===== src/rtl/rv_pkg.sv =====
// Shared widths and writeback source encoding for the register-file write path.
package rv_pkg;
  localparam int DATA_W = 32;
  localparam int ADDR_W = 5;

  typedef enum logic {
    SRC_ALU = 1'b0,
    SRC_MEM = 1'b1
  } src_t;
endpackage


===== src/rtl/wb_rr_arbiter.sv =====
// Two-source writeback arbiter: round-robin on contention, or fixed load-wins priority.
module wb_rr_arbiter
  import rv_pkg::*;
#(
  parameter bit RR_EN = 1'b1
) (
  input  logic clk,
  input  logic rst,
  input  logic alu_valid,
  input  logic mem_valid,
  output logic alu_grant,
  output logic mem_grant
);

  src_t last_grant_q, last_grant_d;

  always_comb begin
    alu_grant    = 1'b0;
    mem_grant    = 1'b0;
    last_grant_d = last_grant_q;
    if (alu_valid && mem_valid) begin
      // On contention the source that did not win last time goes first.
      if (RR_EN && (last_grant_q == SRC_MEM)) alu_grant = 1'b1;
      else                                    mem_grant = 1'b1;
    end else begin
      alu_grant = alu_valid;
      mem_grant = mem_valid;
    end
    if (alu_grant)      last_grant_d = SRC_ALU;
    else if (mem_grant) last_grant_d = SRC_MEM;
  end

  always_ff @(posedge clk or posedge rst) begin
    if (rst) last_grant_q <= SRC_ALU;
    else     last_grant_q <= last_grant_d;
  end

endmodule


===== src/rtl/regfile_wb_scoreboard.sv =====
// Register-file write-port controller: arbitrates ALU/load writebacks, registers the
// write, and keeps a per-register busy scoreboard for decode hazard stalls.
module regfile_wb_scoreboard
  import rv_pkg::*;
#(
  parameter int DATA_W = rv_pkg::DATA_W,
  parameter int ADDR_W = rv_pkg::ADDR_W,
  parameter bit RR_EN  = 1'b1
) (
  input  logic                   clk,
  input  logic                   rst,
  input  logic                   issue_valid,
  input  logic [ADDR_W-1:0]      issue_rd,
  output logic                   issue_ready,
  input  logic [ADDR_W-1:0]      chk_rs1,
  input  logic [ADDR_W-1:0]      chk_rs2,
  output logic                   rs1_busy,
  output logic                   rs2_busy,
  input  logic                   alu_valid,
  input  logic [ADDR_W-1:0]      alu_rd,
  input  logic [DATA_W-1:0]      alu_data,
  output logic                   alu_ready,
  input  logic                   mem_valid,
  input  logic [ADDR_W-1:0]      mem_rd,
  input  logic [DATA_W-1:0]      mem_data,
  output logic                   mem_ready,
  output logic                   reg_write,
  output logic [ADDR_W-1:0]      write_reg,
  output logic [DATA_W-1:0]      write_data,
  output logic [2**ADDR_W-1:0]   busy_vec
);

  // Handshake: a writeback transfers when valid && ready in the same cycle; a source
  // holds rd/data stable while valid && !ready; at most one source is granted per cycle.
  logic alu_grant, mem_grant, xfer;
  logic [ADDR_W-1:0]    xfer_rd;
  logic [DATA_W-1:0]    xfer_data;
  logic                 reg_write_q, reg_write_d;
  logic [ADDR_W-1:0]    write_reg_q, write_reg_d;
  logic [DATA_W-1:0]    write_data_q, write_data_d;
  logic [2**ADDR_W-1:0] busy_q, busy_d;

  wb_rr_arbiter #(.RR_EN(RR_EN)) u_arb (
    .clk       (clk),
    .rst       (rst),
    .alu_valid (alu_valid),
    .mem_valid (mem_valid),
    .alu_grant (alu_grant),
    .mem_grant (mem_grant)
  );

  always_comb begin
    alu_ready   = alu_grant;
    mem_ready   = mem_grant;
    xfer        = alu_grant || mem_grant;
    xfer_rd     = mem_grant ? mem_rd   : alu_rd;
    xfer_data   = mem_grant ? mem_data : alu_data;
    issue_ready = !((issue_rd != '0) && busy_q[issue_rd]);
    rs1_busy    = (chk_rs1 != '0) && busy_q[chk_rs1];
    rs2_busy    = (chk_rs2 != '0) && busy_q[chk_rs2];

    // x0 writebacks are accepted but never reach the register file.
    reg_write_d  = xfer && (xfer_rd != '0);
    write_reg_d  = xfer ? xfer_rd   : write_reg_q;
    write_data_d = xfer ? xfer_data : write_data_q;

    // Clear applied before set so a coincident set on the same index wins.
    busy_d = busy_q;
    if (reg_write_q) busy_d[write_reg_q] = 1'b0;
    if (issue_valid && issue_ready && (issue_rd != '0)) busy_d[issue_rd] = 1'b1;
  end

  always_ff @(posedge clk or posedge rst) begin
    if (rst) begin
      reg_write_q  <= 1'b0;
      write_reg_q  <= '0;
      write_data_q <= '0;
      busy_q       <= '0;
    end else begin
      reg_write_q  <= reg_write_d;
      write_reg_q  <= write_reg_d;
      write_data_q <= write_data_d;
      busy_q       <= busy_d;
    end
  end

  assign reg_write  = reg_write_q;
  assign write_reg  = write_reg_q;
  assign write_data = write_data_q;
  assign busy_vec   = busy_q;

endmodule

===== config.mk =====
export PLATFORM = sky130hd
export DESIGN_NAME = regfile_wb_scoreboard
export DESIGN_NICKNAME = d
export VERILOG_FILES = /design/src/rtl/rv_pkg.sv /design/src/rtl/wb_rr_arbiter.sv /design/src/rtl/regfile_wb_scoreboard.sv
export SDC_FILE = /design/constraint.sdc
export NUM_CORES = 1
export LEC_CHECK = 0
export BUFFER_PORTS_ARGS = -buffer_cell sky130_fd_sc_hd__buf_4
export CAP_MARGIN = 20
export CORE_MARGIN = 3
export CORE_UTILIZATION = 30
export CTS_CLUSTER_SIZE = 20
export DETAILED_ROUTE_END_ITERATION = 10
export GPL_ROUTABILITY_DRIVEN = 0
export GPL_TIMING_DRIVEN = 1
export PLACE_DENSITY_LB_ADDON = 0.25
export SETUP_SLACK_MARGIN = 0.05
export SLEW_MARGIN = 20
export SYNTH_ARGS = -nofsm -noshare
export SYNTH_HDL_FRONTEND = slang
export SYNTH_HIERARCHICAL = 1
export SYNTH_SLANG_ARGS = --single-unit
export TNS_END_PERCENT = 20

===== constraint.sdc =====
create_clock -name clk -period 2.63 [get_ports clk]
set_input_delay 0.1315 -clock clk [delete_from_list [all_inputs] [get_ports clk]]
set_output_delay 0.1315 -clock clk [all_outputs]
set_load 0.02 [all_outputs]

After elaboration in Yosys (flattened, before gate mapping)
Cells that the tools add are included.

Flip-flop bits (word level): 71. Output and inout bits: 75. Word-level logic and storage cells: 50.

Order comparisons: 6. Muxes and demuxes: 20. Bitwise logic cells: 3. Reduce and logical (&&, ||, !) cells: 16.

Operator list (number): $mux W32 (3); $and A32 B32 Y32 (1); $not A32 Y32 (1); $or A32 B32 Y32 (1); $lt A5 B6 Y1 const B (4); $reduce_bool A5 Y1 (4); $bmux W1 S5 (3); $mux W1 (11); $demux W1 S5 (2); $ge A5 B1 Y1 const B (2); $logic_and A1 B1 Y1 (9); $mux W5 (1); $reduce_bool A2 Y1 (1); $logic_not A1 Y1 (1); $logic_or A1 B1 Y1 (1).

Depth between registers and ports, before layout
Gate-level depths: netlist of the first run.

Depth after elaboration: 9. Gate-level depth with buffers: 6.

By module
Netlist of the first run, hierarchy kept.

Modules (own cells, without submodules): regfile_wb_scoreboard (times used 1, cells each 384, area an instance 4047.6 um2, seq. area each 1751.7 um2); wb_rr_arbiter (times used 1, cells each 7, area an instance 57.6 um2, seq. area each 25.0 um2).

Least setup slack after synthesis of the first run
No wires, ideal clock.

Kind: reg2reg. Start point: register u_arb.last_grant_q. End point: register write_data_q[11] (netlist: write_data[11]). Data arrival time: 1.804 ns. Setup slack: 0.691 ns. Stages on the path, launching flop included: 5. Path buffers: 2. Clock period less this slack: 1.939 ns. Cells stage by stage: dfrtp_1 -> a21boi_0 -> clkbuf_1 -> clkbuf_1 -> o21ai_0.

Longest elaborated chain between the ends: 3.

Ends and longest elaborated chain: start, declared (RTL line wb_rr_arbiter.sv:15) `src_t last_grant_q, last_grant_d;`; start signal, assigned (RTL line wb_rr_arbiter.sv:35) `else last_grant_q <= last_grant_d;`; $mux W1 * (RTL line wb_rr_arbiter.sv:23) `if (RR_EN && (last_grant_q == SRC_MEM)) alu_grant = 1'b1;`; $mux W1 * (RTL line wb_rr_arbiter.sv:21) `if (alu_valid && mem_valid) begin`; named net mem_ready (RTL line regfile_wb_scoreboard.sv:26) `output logic mem_ready,`; $mux W32 / $logic_or A1 B1 Y1 (equally long branches) (RTL line regfile_wb_scoreboard.sv:57, regfile_wb_scoreboard.sv:55); end signal, assigned (RTL line regfile_wb_scoreboard.sv:82) `write_data_q <= write_data_d;`; end, declared (RTL line regfile_wb_scoreboard.sv:40) `logic [DATA_W-1:0] write_data_q, write_data_d;`.

Mark *: on every way through the listed nets, which the timed path passes. The rest lies on a longest branch. A chain may end at the register's enable or synchronous reset.

Final worst setup path of the first run
Start point: register busy_q[11] (netlist: busy_vec[11]). End point: output issue_ready.

Longest elaborated chain between the ends: 4.

Ends and longest elaborated chain: start, declared (RTL line regfile_wb_scoreboard.sv:41) `logic [2**ADDR_W-1:0] busy_q, busy_d;`; start signal, assigned (RTL line regfile_wb_scoreboard.sv:83) `busy_q <= busy_d;`; $bmux W1 S5 (RTL line regfile_wb_scoreboard.sv:58) `issue_ready = !((issue_rd != '0) && busy_q[issue_rd]);`; $mux W1 (not written as such) (RTL line regfile_wb_scoreboard.sv:58); $logic_and A1 B1 Y1 (RTL line regfile_wb_scoreboard.sv:58); $logic_not A1 Y1 (RTL line regfile_wb_scoreboard.sv:58); end, declared (RTL line regfile_wb_scoreboard.sv:14) `output logic issue_ready,`.

No other way between the ends. The select of a mux whose other input is x is not followed.

==> reports/summary.json, run 1 <==
{
  "critPathBufInv": 1,
  "critPathMaxStageDelay_ns": 0.50,
  "synth.lib_cells_used.distinct": 35,
  "synth.ff_latch_count": 71,
  "max_stage_delay_cell_worst_path": "mux4_2",
  "min-delay-start": "mem_data[17]",
  "final_layout_size_suffix_gt1_frac": 0.394,
  "clock_tree.htree_level_count": 3,
  "total_routing_resource_utilization_after_global_routing": 0.177,
  "detailed_route_via_count": 3809,
  "cts_tree": "done",
  "drtIter0Drc": 137,
  "dieArea_sq_um": 15100,
  "design.portCount": 169,
  "layout.cells.most_common": "buf_4",
  "crit_path_start_kind": "flip-flop",
  "antenna_violations_before_repair": 0,
  "synth_simple_gate_area_frac": 0.112,
  "placeableCoreArea_sq_um": 13300,
  "post_drt_via_cell_ratio": 5.22,
  "port_buffers": 168,
  "final_hold_viol_count": 0,
  "synth-compound-area-share": 0.158,
  "post_synth_xor_area_fraction": 0,
  "worst_clock_skew_ns": 0.00403,
  "place.detailed.hpwl_mm": 9.93,
  "clkTransAtPathRegs_ns": 0.06,
  "cap_viol_max_count": 0,
  "synth-seq-area-share": 0.433,
  "power.leakage_uw": 0.00266,
  "sw_frac_of_total": 0.362,
  "critPathRequiredTime_ns": 2.50,
  "worst-setup-path-type": "flip-flop to primary output",
  "setup_total_negative_slack_ns": 0,
  "cp-end-kind": "primary output",
  "cp_cell_sequence": "mux4_2, a22oi_1, o31ai_1, o21ai_0, buf_4",
  "detail_route.wl_per_cell_um": 17.9,
  "power.internal_uw": 3490,
  "clock_sink_count": 71,
  "ir_drop_v": 0.000378,
  "cts_root_buffer": "clkbuf_16",
  "diodes": 0,
  "routed_wl_mm": 13.1,
  "clock_period_minus_worst_slack_ns": 2.29,
  "finalHoldWorstSlack_ns": 0.0139,
  "fmax_ghz": 0.437,
  "number_of_global_route_vias_before_repair": 3832,
  "die_height_um": 123,
  "run_status": "complete, no violations",
  "finalCritPeriodShare": 0.871,
  "max-slew-margin-rel": 0.528,
  "cts-buffers-inserted": 9,
  "grt_setup_unrepaired": "no",
  "rows": 42,
  "share_comb_of_total_power": 0.404,
  "grt_pass1_wl_mm": 20.8,
  "worstMarginPinSlew_ns": 0.706,
  "synth.area.mux_share": 0.258,
  "clock_insertion_delay_worst_skew_ns": 0.33,
  "clock_tree.buffer_depth": 2,
  "grt.overflow.total": 0,
  "power.net_switching_uw": 1980,
  "syn_area_sq_um": 4110,
  "die_x_um": 123,
  "drt-pass1-iter-count": 5,
  "grt_max_degree": 54,
  "worst_hold_path_type": "input pin to flip-flop",
  "area.growth.synth_to_final_pct": 43.9,
  "power-per-cell-area_nw_per_um2": 926,
  "main_combinational_cell_family_by_area_after_synthesis": "multiplexers",
  "cts_resized": 0,
  "synth-warning-count": 6,
  "worstPathMaxFanout": 5,
  "maxSlewViolCount": 0,
  "floorplan.initialDensity": 0.309,
  "pwr-share-clk": 0.262,
  "nNetsFinal": 643,
  "detail_route_antenna_nets": 0,
  "synthAdderAreaFrac": 0,
  "worstPathArrival_ns": 2.16,
  "syn-instance-count": 391,
  "seqPwrFrac": 0.335,
  "mean_area_per_synthesized_cell_sq_um": 10.5,
  "syn_nets": 485,
  "setup_violations": 0,
  "mostFrequentLayoutCells": "buf_4 (169), o21ai_0 (102), dfrtp_1 (71), nand2_1 (48), mux2i_1 (40)",
  "top_delay_family_on_crit_path": "compound AO/OA/AOI/OAI gates",
  "reg2reg_from": "u_arb/last_grant_q",
  "drc": 0,
  "startpoint": "busy_vec[11]"
}
cells by family after synthesis:
kind of cell           count (synthesis)
and+or+nand+nor                       92
AOI/OAI and AO/OA                    119
muxes                                 74
DFF                                   71
buffers and inverters                 35
final cells by class:
class | instances | area [sq um]
sequential | 71 | 1780
fill | 1255 | 7390
tap | 176 | 220
multi-input combinational | 285 | 2180
clock buffer | 11 | 253
timing repair buffer | 174 | 1340
inverter | 8 | 30.0
clock inverter | 5 | 104
power groups by stage:
| stage | sequential, uW | clock [uW] | combinational, uW |
|---|---|---|---|
| after floorplan | 2100 | 0 | 911 |
| after global placement | 1810 | 0 | 2200 |
| after detailed placement | 1840 | 0 | 2220 |
| after CTS | 1820 | 1460 | 2230 |
| after global routing | 1900 | 1520 | 2390 |
| final | 1830 | 1430 | 2210 |
cell usage after synthesis:
cell        n  share of area
nor2b_1     1         0.0015
buf_1       3         0.0027
nor3_1      3         0.0037
o311ai_0    1         0.0021
mux4_2      6          0.033
a22oi_2     2         0.0061
o22ai_1     2         0.0030
a221o_2     2         0.0055
a22oi_1     2         0.0037
mux2i_1    40          0.098
nand2b_1    9          0.014
and2b_2     2         0.0043
or3b_2      2         0.0043
clkbuf_1   14          0.013
nor2_1      6         0.0055
buf_6       2         0.0055
o21a_1      1         0.0018
inv_1       8         0.0073
nand2_1    48          0.044
a31oi_1     2         0.0030
nor3b_1     4         0.0073
nand3b_1    8          0.015
nand3_1     4         0.0049
or3_1       1         0.0015
o21ai_0   102           0.12
dfrtp_1    71           0.43
nand4_1     1         0.0015
and2_1      1         0.0015
and3b_1     2         0.0043
mux2_2     14          0.038
a21oi_1     1         0.0012
o31ai_1     3         0.0055
mux4_1     14          0.090
buf_2       8         0.0098
a21boi_0    1         0.0018
metrics by stage:
step                       util  instance area (sq um)  setup slack, ns  cells  total power, uW
after floorplan               -                   4110            0.691    391             3010
after global placement    0.415                   5520            0.757    711             4010
after detailed placement  0.415                   5520            0.682    711             4060
after CTS                 0.444                   5910            0.364    730             5510
after global routing      0.444                   5910            0.233    730             5810
final                     0.444                   5910            0.340    730             5470
final timing paths:
path / depth (start not counted) / slack [ns] / end
worst max-delay path: 5 / 0.34 / issue_ready
worst min register to register: 2 / 0.57 / write_data[0]
min in group asynchronous: 3 / 0.22 / u_arb/last_grant_q
worst min-delay path: 3 / 0.01 / write_data[17]
max in group asynchronous: 4 / 1.48 / busy_vec[22]
worst max register to register: 5 / 0.82 / write_data[27]
tightest hold or removal path: cells and delay by family:
kind,cells,cell delay (ns)
AOI/OAI and AO/OA,1,0.05
buffers and inverters,1,0.08
and+or+nand+nor,1,0.04
what timing repair did:
action	4_1_cts	5_1_grt
hold buffers	3	0
hold endpoints to repair	35	0
setup buffers	0	0
routing by layer:
layer	routed length, um	vias to the layer above	track usage
met5	0	-	0
met4	153	0	0.0505
met3	1300	11	0.0595
met2	6130	198	0.281
met1	5480	1836	0.232
li1	-	1764	-
(Power assumes the default switching activity.)
==> inputs of run 2 (changes only) <==
--- a/config.mk
+++ b/config.mk
@@ -14,6 +14,7 @@
 export GPL_ROUTABILITY_DRIVEN = 0
 export GPL_TIMING_DRIVEN = 1
 export PLACE_DENSITY_LB_ADDON = 0.25
+export RECOVER_POWER = 50
 export SETUP_SLACK_MARGIN = 0.05
 export SLEW_MARGIN = 20
 export SYNTH_ARGS = -nofsm -noshare
==> run 2 against run 1 <==
Sequential power is essentially flat. Routed wire length is essentially flat. Critical endpoint unchanged. Highest routed layer unchanged. Clock power is essentially flat. Critical path depth is the same. First-iteration DRC count grew 3.6%. Global-route usage is the same. Utilization shrank 2.0 points.
==> reports/summary.json, run 2 (same netlist as run 1, synthesis figures left out) <==
{
  "run_status": "complete, no violations",
  "worst_clock_skew": {"value": 0.00440, "unit": "ns", "change": "+0.000370 ns"},
  "detail_route.wl_per_cell": {"value": 17.9, "unit": "um", "change": "about the same"},
  "cp_cell_sequence": "mux4_2, a22oi_1, o31ai_1, o21ai_0, buf_4",
  "critPathRequiredTime": {"value": 2.50, "unit": "ns", "change": "about the same"},
  "area.growth.synth_to_final_pct": 37.4,
  "grt.overflow.total": {"value": 0, "change": "unchanged"},
  "post_drt_via_cell_ratio": {"value": 5.17, "change": "-0.97%"},
  "power-per-cell-area": {"value": 920, "unit": "nW/um^2", "change": "-0.67%"},
  "layout.filler_cells": {"value": 1327, "change": "+5.7%"},
  "cts_tree": "done",
  "routed_wl": {"value": 13.0, "unit": "mm", "change": "about the same"},
  "reg2reg_from": "u_arb/last_grant_q",
  "worstPathArrival": {"value": 2.14, "unit": "ns", "change": "-0.02 ns"},
  "whs_endpoint": "write_data[17]",
  "clock_insertion_delay_worst_skew": {"value": 0.33, "unit": "ns", "change": "about the same"},
  "grt_pass1_wl": {"value": 20.8, "unit": "mm", "change": "unchanged"},
  "min-delay-start": "mem_data[17]",
  "placeableCoreArea": {"value": 13300, "unit": "sq um", "change": "unchanged"},
  "worstHoldPathCells": {"value": 3, "change": "unchanged"},
  "worstPathMaxFanout": {"value": 5, "change": "unchanged"},
  "grt_max_degree": {"value": 54, "change": "unchanged"},
  "fmax": {"value": 0.440, "unit": "GHz", "change": "+0.74%"},
  "die_height": {"value": 123, "unit": "um", "change": "unchanged"},
  "layout_setup_ws": {"value": 0.357, "unit": "ns", "change": "+0.0169 ns"},
  "met2_wire_length": {"value": 6.06, "unit": "mm", "change": "-1.1%"},
  "crit_path_start_kind": "flip-flop",
  "worst-setup-path-type": "flip-flop to primary output",
  "r2r_slack": {"value": 0.82, "unit": "ns", "change": "about the same"},
  "die_x": {"value": 123, "unit": "um", "change": "unchanged"},
  "drt-pass1-iter-count": {"value": 4, "change": "-1"},
  "design.portCount": {"value": 169, "change": "unchanged"},
  "mostFrequentLayoutCells": "o21ai_0 (102), buf_4 (98), dfrtp_1 (71), clkbuf_1 (71), nand2_1 (48)",
  "post-cts-setup-buffers": {"value": 0, "change": "unchanged"},
  "clock_tree.buffer_depth": {"value": 2, "change": "unchanged"},
  "met3_length": {"value": 1.22, "unit": "mm", "change": "-5.9%"},
  "max-slew-margin-rel": {"value": 0.155, "change": "-0.374"},
  "top_delay_family_on_crit_path": "compound AO/OA/AOI/OAI gates",
  "final_layout_size_suffix_gt1_frac": {"value": 0.264, "change": "-0.130"},
  "cp-end-kind": "primary output",
  "non_filler_instance_count_after_layout": {"value": 730, "change": "unchanged"},
  "setup_total_negative_slack": {"value": 0, "unit": "ns", "change": "unchanged"},
  "setup_violations": {"value": 0, "change": "unchanged"},
  "dp.cells": {"value": 711, "change": "unchanged"},
  "diodes": {"value": 0, "change": "unchanged"},
  "clock_tree.htree_level_count": {"value": 3, "change": "unchanged"},
  "antenna_violations_before_repair": {"value": 0, "change": "unchanged"},
  "worst_hold_path_type": "input pin to flip-flop",
  "maxSlewViolCount": {"value": 0, "change": "unchanged"},
  "max_stage_delay_cell_worst_path": "mux4_2",
  "nNetsFinal": {"value": 643, "change": "unchanged"},
  "ir_drop": {"value": 0.000377, "unit": "V", "change": "-0.23%"},
  "power.leakage": {"value": 0.00240, "unit": "uW", "change": "-9.8%"},
  "total_routing_resource_utilization_after_global_routing": {"value": 0.177, "change": "unchanged"},
  "place.detailed.hpwl": {"value": 9.93, "unit": "mm", "change": "unchanged"},
  "cts_root_buffer": "clkbuf_16",
  "cap_viol_max_count": {"value": 0, "change": "unchanged"},
  "detail_route_antenna_nets": {"value": 0, "change": "unchanged"},
  "drtIter0Drc": {"value": 142, "change": "+3.6%"},
  "grt_setup_unrepaired": "no",
  "clock_sink_count": {"value": 71, "change": "unchanged"},
  "cts-buffers-inserted": {"value": 9, "change": "unchanged"},
  "worst-r2r-cell-count": {"value": 5, "change": "unchanged"},
  "final_hold_viol_count": {"value": 0, "change": "unchanged"},
  "critPathBufInv": {"value": 1, "change": "unchanged"},
  "finalCritPeriodShare": {"value": 0.864, "change": "-0.00641"},
  "clock_period_minus_worst_slack": {"value": 2.27, "unit": "ns", "change": "-0.0169 ns"},
  "clkTransAtPathRegs": {"value": 0.06, "unit": "ns", "change": "about the same"},
  "floorplan.initialDensity": {"value": 0.309, "change": "unchanged"},
  "top_layer_used": "met4",
  "reg2reg_to": "write_data[23]",
  "critPathMaxStageDelay": {"value": 0.49, "unit": "ns", "change": "about the same"},
  "worstMarginPinSlew": {"value": 1.27, "unit": "ns", "change": "+0.560 ns"},
  "number_of_global_route_vias_before_repair": {"value": 3832, "change": "unchanged"},
  "port_buffers": {"value": 168, "change": "unchanged"},
  "detailed_route_via_count": {"value": 3772, "change": "-0.97%"},
  "rows": {"value": 42, "change": "unchanged"},
  "place_worst_setup_slack": {"value": 0.682, "unit": "ns", "change": "unchanged"},
  "layout.cells.most_common": "o21ai_0",
  "dieArea": {"value": 15100, "unit": "sq um", "change": "unchanged"},
  "wl_met1": {"value": 5.59, "unit": "mm", "change": "+2.0%"},
  "drc": {"value": 0, "change": "unchanged"}
}
## run 2: final cells by class
| type | instances | area [sq um] | area share |
|---|---|---|---|
| Multi-Input combinational cell | 285 | 2180 | 0.387 |
| Sequential cell | 71 | 1780 | 0.315 |
| Timing Repair Buffer | 174 | 1070 | 0.190 |
| Clock buffer | 11 | 253 | 0.0448 |
| Tap cell | 176 | 220 | 0.0390 |
| Clock inverter | 5 | 104 | 0.0184 |
| Inverter | 8 | 30.0 | 0.00532 |
## run 2: how the worst max path moves through the flow
stage                     slack (ns)        endpoint          startpoint  cells past startpoint
after global routing            0.23     issue_ready        busy_vec[11]                      5
after global placement          0.76     issue_ready         issue_rd[0]                      6
after detailed placement        0.68     issue_ready         issue_rd[0]                      6
after CTS                       0.36     issue_ready        busy_vec[11]                      5
after floorplan                 0.69  write_data[11]  u_arb/last_grant_q                      4
final                           0.36     issue_ready        busy_vec[11]                      5
## run 2: tightest hold or removal path, delay by kind of cell
family / cells / cell delay (ns)
and+or+nand+nor: 1 / 0.04
AOI/OAI and AO/OA: 1 / 0.05
buffers and inverters: 1 / 0.08
## run 2: power by group
| part | internal, uW | switching (uW) |
|---|---|---|
| combinational | 817 | 1120 |
| sequential | 1430 | 397 |
| clock | 978 | 453 |
## run 2: what timing repair did
item	in CTS	in global routing
endpoints found under the hold margin	35	0
gates resized for setup	0	0
hold buffers	3	0
## run 2: per-layer routing
layer  up-vias  GRT usage
met5         -          0
met4         0     0.0505
met3        13     0.0595
met2       182      0.281
met1      1814      0.232
li1       1763          -
## run 2: metrics by stage
stage	util	hold WS [ns]	total power [uW]	instance area (sq um)
after floorplan	-	-0.140	3010	4110
after global placement	0.415	-0.0109	4010	5520
after detailed placement	0.415	-0.00586	4060	5520
after CTS	0.444	0.0000606	5510	5910
after global routing	0.424	0.00222	5530	5640
final	0.424	0.0142	5190	5640
==> inputs of run 3 (changes only) <==
--- a/config.mk
+++ b/config.mk
@@ -8,11 +8,12 @@
 export BUFFER_PORTS_ARGS = -buffer_cell sky130_fd_sc_hd__buf_4
 export CAP_MARGIN = 20
 export CORE_MARGIN = 3
-export CORE_UTILIZATION = 30
+export CORE_UTILIZATION = 35
 export CTS_CLUSTER_SIZE = 20
 export DETAILED_ROUTE_END_ITERATION = 10
 export GPL_ROUTABILITY_DRIVEN = 0
 export GPL_TIMING_DRIVEN = 1
+export HOLD_SLACK_MARGIN = 0.12
 export PLACE_DENSITY_LB_ADDON = 0.25
 export RECOVER_POWER = 50
 export SETUP_SLACK_MARGIN = 0.05
==> run 3 against run 2 <==
Non-clock buffer count up 69. Sequential power hardly changed. Power up 3.1%. Sequential share of layout area down 3.2 points. Routed wire length rose by 9.9%. Count of clock-buffer cells in the layout shrank 1. First-iteration DRC count rose by 99%. Critical path type is now flip-flop to flip-flop. Highest routed layer unchanged.
==> reports/summary.json, run 3 (same netlist as run 1, synthesis figures left out) <==
{
  "run_status": "complete, no violations",
  "routed_wl": {"value": 14.3, "unit": "mm", "change": "+9.9%"},
  "total_routing_resource_utilization_after_global_routing": {"value": 0.225, "change": "+0.0477"},
  "seqPwrFrac": {"value": 0.341, "change": "-0.010"},
  "placeableCoreArea": {"value": 11100, "unit": "sq um", "change": "-16%"},
  "detailed_route_via_count": {"value": 4131, "change": "+9.5%"},
  "pwr-share-clk": {"value": 0.260, "change": "-0.016"},
  "cts_tree": "done",
  "place_worst_setup_slack": {"value": 0.759, "unit": "ns", "change": "+0.0768 ns"},
  "final_hold_viol_count": {"value": 0, "change": "unchanged"},
  "fin_util": {"value": 0.564, "change": "+0.140"},
  "dieArea": {"value": 13100, "unit": "sq um", "change": "-14%"},
  "final_layout_size_suffix_gt1_frac": {"value": 0.238, "change": "-0.0260"},
  "fmax": {"value": 0.434, "unit": "GHz", "change": "-1.4%"},
  "power.leakage": {"value": 0.00271, "unit": "uW", "change": "+13%"},
  "max-slew-margin-rel": {"value": 0.127, "change": "-0.0278"},
  "clkTransAtPathRegs": {"value": 0.06, "unit": "ns", "change": "about the same"},
  "mostFrequentLayoutCells": "o21ai_0 (102), buf_4 (100), dlygate4sd3_1 (72), dfrtp_1 (71), clkbuf_1 (69)",
  "total_power": {"value": 5350, "unit": "uW", "change": "+3.1%"},
  "clock_period_minus_worst_slack": {"value": 2.31, "unit": "ns", "change": "+0.0317 ns"},
  "sw_frac_of_total": {"value": 0.383, "change": "+0.00318"},
  "layout.cells.most_common": "o21ai_0",
  "clock_sink_count": {"value": 71, "change": "unchanged"},
  "place.detailed.hpwl": {"value": 9.90, "unit": "mm", "change": "-0.35%"},
  "grt_max_degree": {"value": 66, "change": "+22%"},
  "detail_route_antenna_nets": {"value": 0, "change": "unchanged"},
  "die_x": {"value": 114, "unit": "um", "change": "-7.1%"},
  "grt_setup_unrepaired": "no",
  "grt_pass1_wl": {"value": 22.9, "unit": "mm", "change": "+10%"},
  "worstPathArrival": {"value": 2.51, "unit": "ns", "change": "+0.37 ns"},
  "cts-buffers-inserted": {"value": 9, "change": "unchanged"},
  "number_of_global_route_vias_before_repair": {"value": 4273, "change": "+12%"},
  "grt.overflow.total": {"value": 0, "change": "unchanged"},
  "power.internal": {"value": 3300, "unit": "uW", "change": "+2.5%"},
  "cp-end-kind": "flip-flop",
  "worstPathMaxFanout": {"value": 38, "change": "+33"},
  "cap_viol_max_count": {"value": 0, "change": "unchanged"},
  "ir_drop": {"value": 0.000489, "unit": "V", "change": "+29%"},
  "cts_root_buffer": "clkbuf_16",
  "detail_route.wl_per_cell": {"value": 18.8, "unit": "um", "change": "+5.1%"},
  "design.portCount": {"value": 169, "change": "unchanged"},
  "floorplan.initialDensity": {"value": 0.369, "change": "+0.0602"},
  "clock_tree.htree_level_count": {"value": 3, "change": "unchanged"},
  "area.growth.synth_to_final_pct": 52.9,
  "worst_clock_skew": {"value": 0.00507, "unit": "ns", "change": "+0.000670 ns"},
  "clock_insertion_delay_worst_skew": {"value": 0.33, "unit": "ns", "change": "about the same"},
  "layout_setup_ws": {"value": 0.325, "unit": "ns", "change": "-0.0317 ns"},
  "drc": {"value": 0, "change": "unchanged"},
  "finalHoldWorstSlack": {"value": 0.135, "unit": "ns", "change": "+0.121 ns"},
  "drt-pass1-iter-count": {"value": 5, "change": "+1"},
  "diodes": {"value": 0, "change": "unchanged"},
  "worstMarginPinSlew": {"value": 1.31, "unit": "ns", "change": "+0.0417 ns"},
  "worst_hold_path_type": "input pin to flip-flop",
  "antenna_violations_before_repair": {"value": 0, "change": "unchanged"},
  "die_height": {"value": 114, "unit": "um", "change": "-7.1%"},
  "worst-setup-path-type": "flip-flop to flip-flop",
  "clock_tree.buffer_depth": {"value": 2, "change": "unchanged"},
  "share_comb_of_total_power": {"value": 0.398, "change": "+0.025"},
  "setup_violations": {"value": 0, "change": "unchanged"},
  "drtIter0Drc": {"value": 283, "change": "+99%"},
  "maxSlewViolCount": {"value": 0, "change": "unchanged"},
  "power.net_switching": {"value": 2050, "unit": "uW", "change": "+3.9%"},
  "post-cts-setup-buffers": {"value": 0, "change": "unchanged"},
  "post_drt_via_cell_ratio": {"value": 5.41, "change": "+4.8%"},
  "critPathRequiredTime": {"value": 2.83, "unit": "ns", "change": "+0.33 ns"},
  "nNetsFinal": {"value": 712, "change": "+11%"},
  "rows": {"value": 38, "change": "-9.5%"},
  "crit_path_start_kind": "flip-flop",
  "finalCritPeriodShare": {"value": 0.876, "change": "+0.0121"},
  "cts_resized": {"value": 0, "change": "unchanged"},
  "power-per-cell-area": {"value": 852, "unit": "nW/um^2", "change": "-7.4%"},
  "setup_total_negative_slack": {"value": 0, "unit": "ns", "change": "unchanged"},
  "port_buffers": {"value": 168, "change": "unchanged"}
}
run 3: changes by cell type in the layout (fill, tap and decap cells not counted), sizes merged:
cell / change
buf: +2
clkbuf: -3
clkinv: +1
dlygate4sd3: +69
run 3: worst max-delay path, cell delays in order (launching register included):
cell           delay, ns
dfrtp_1             0.40
nand2b_1            0.13
and2_2              0.15
buf_4               0.53
mux2i_1             0.25
o21ai_0             0.11
dlygate4sd3_1       0.59
run 3: cell type report:
| cell class | instances | area (sq um) |
|---|---|---|
| fillers | 1005 | 4850 |
| multi-input cells | 285 | 2180 |
| flip-flops and latches | 71 | 1780 |
| repair buffers | 243 | 1770 |
| clock buffers | 10 | 229 |
| well taps | 140 | 175 |
| clock inverters | 6 | 109 |
| inverters | 8 | 30.0 |
run 3: what timing repair did:
action / 4_1_cts / 5_1_grt
endpoints found under the setup margin: 0 / 0
hold endpoints to repair: 72 / 0
hold buffers: 72 / 0
run 3: final timing paths:
kind / from / to / slack (ns) / depth (start not counted)
hold reg to reg: busy_vec[0] / busy_vec[0] / 0.52 / 1
setup reg to reg: u_arb/last_grant_q / write_data[14] / 0.32 / 6
hold / removal: alu_rd[0] / write_reg[0] / 0.14 / 3
setup / recovery: u_arb/last_grant_q / write_data[14] / 0.32 / 6
min in group asynchronous: rst / u_arb/last_grant_q / 0.19 / 3
max in group asynchronous: rst / busy_vec[4] / 1.07 / 4
run 3: layer usage:
metal	vias up	GRT usage	wire length [um]
met3	21	0.0703	1290
met2	215	0.365	6850
met5	-	0	0
li1	1894	-	-
met1	2001	0.291	5960
met4	0	0.0649	245
run 3: power groups by stage:
stage	combinational, uW	clock (uW)	sequential (uW)
after detailed placement	2240	0	1830
final	2130	1390	1830
after CTS	2390	1420	1820
after global placement	2210	0	1790
after floorplan	911	0	2100
after global routing	2300	1480	1880
run 3: stage by stage:
stage | cell area (sq um) | instances
2_1_floorplan | 4110 | 391
3_3_place_gp | 5480 | 675
3_5_place_dp | 5480 | 675
4_1_cts | 6530 | 763
5_1_grt | 6280 | 763
6_report | 6280 | 763
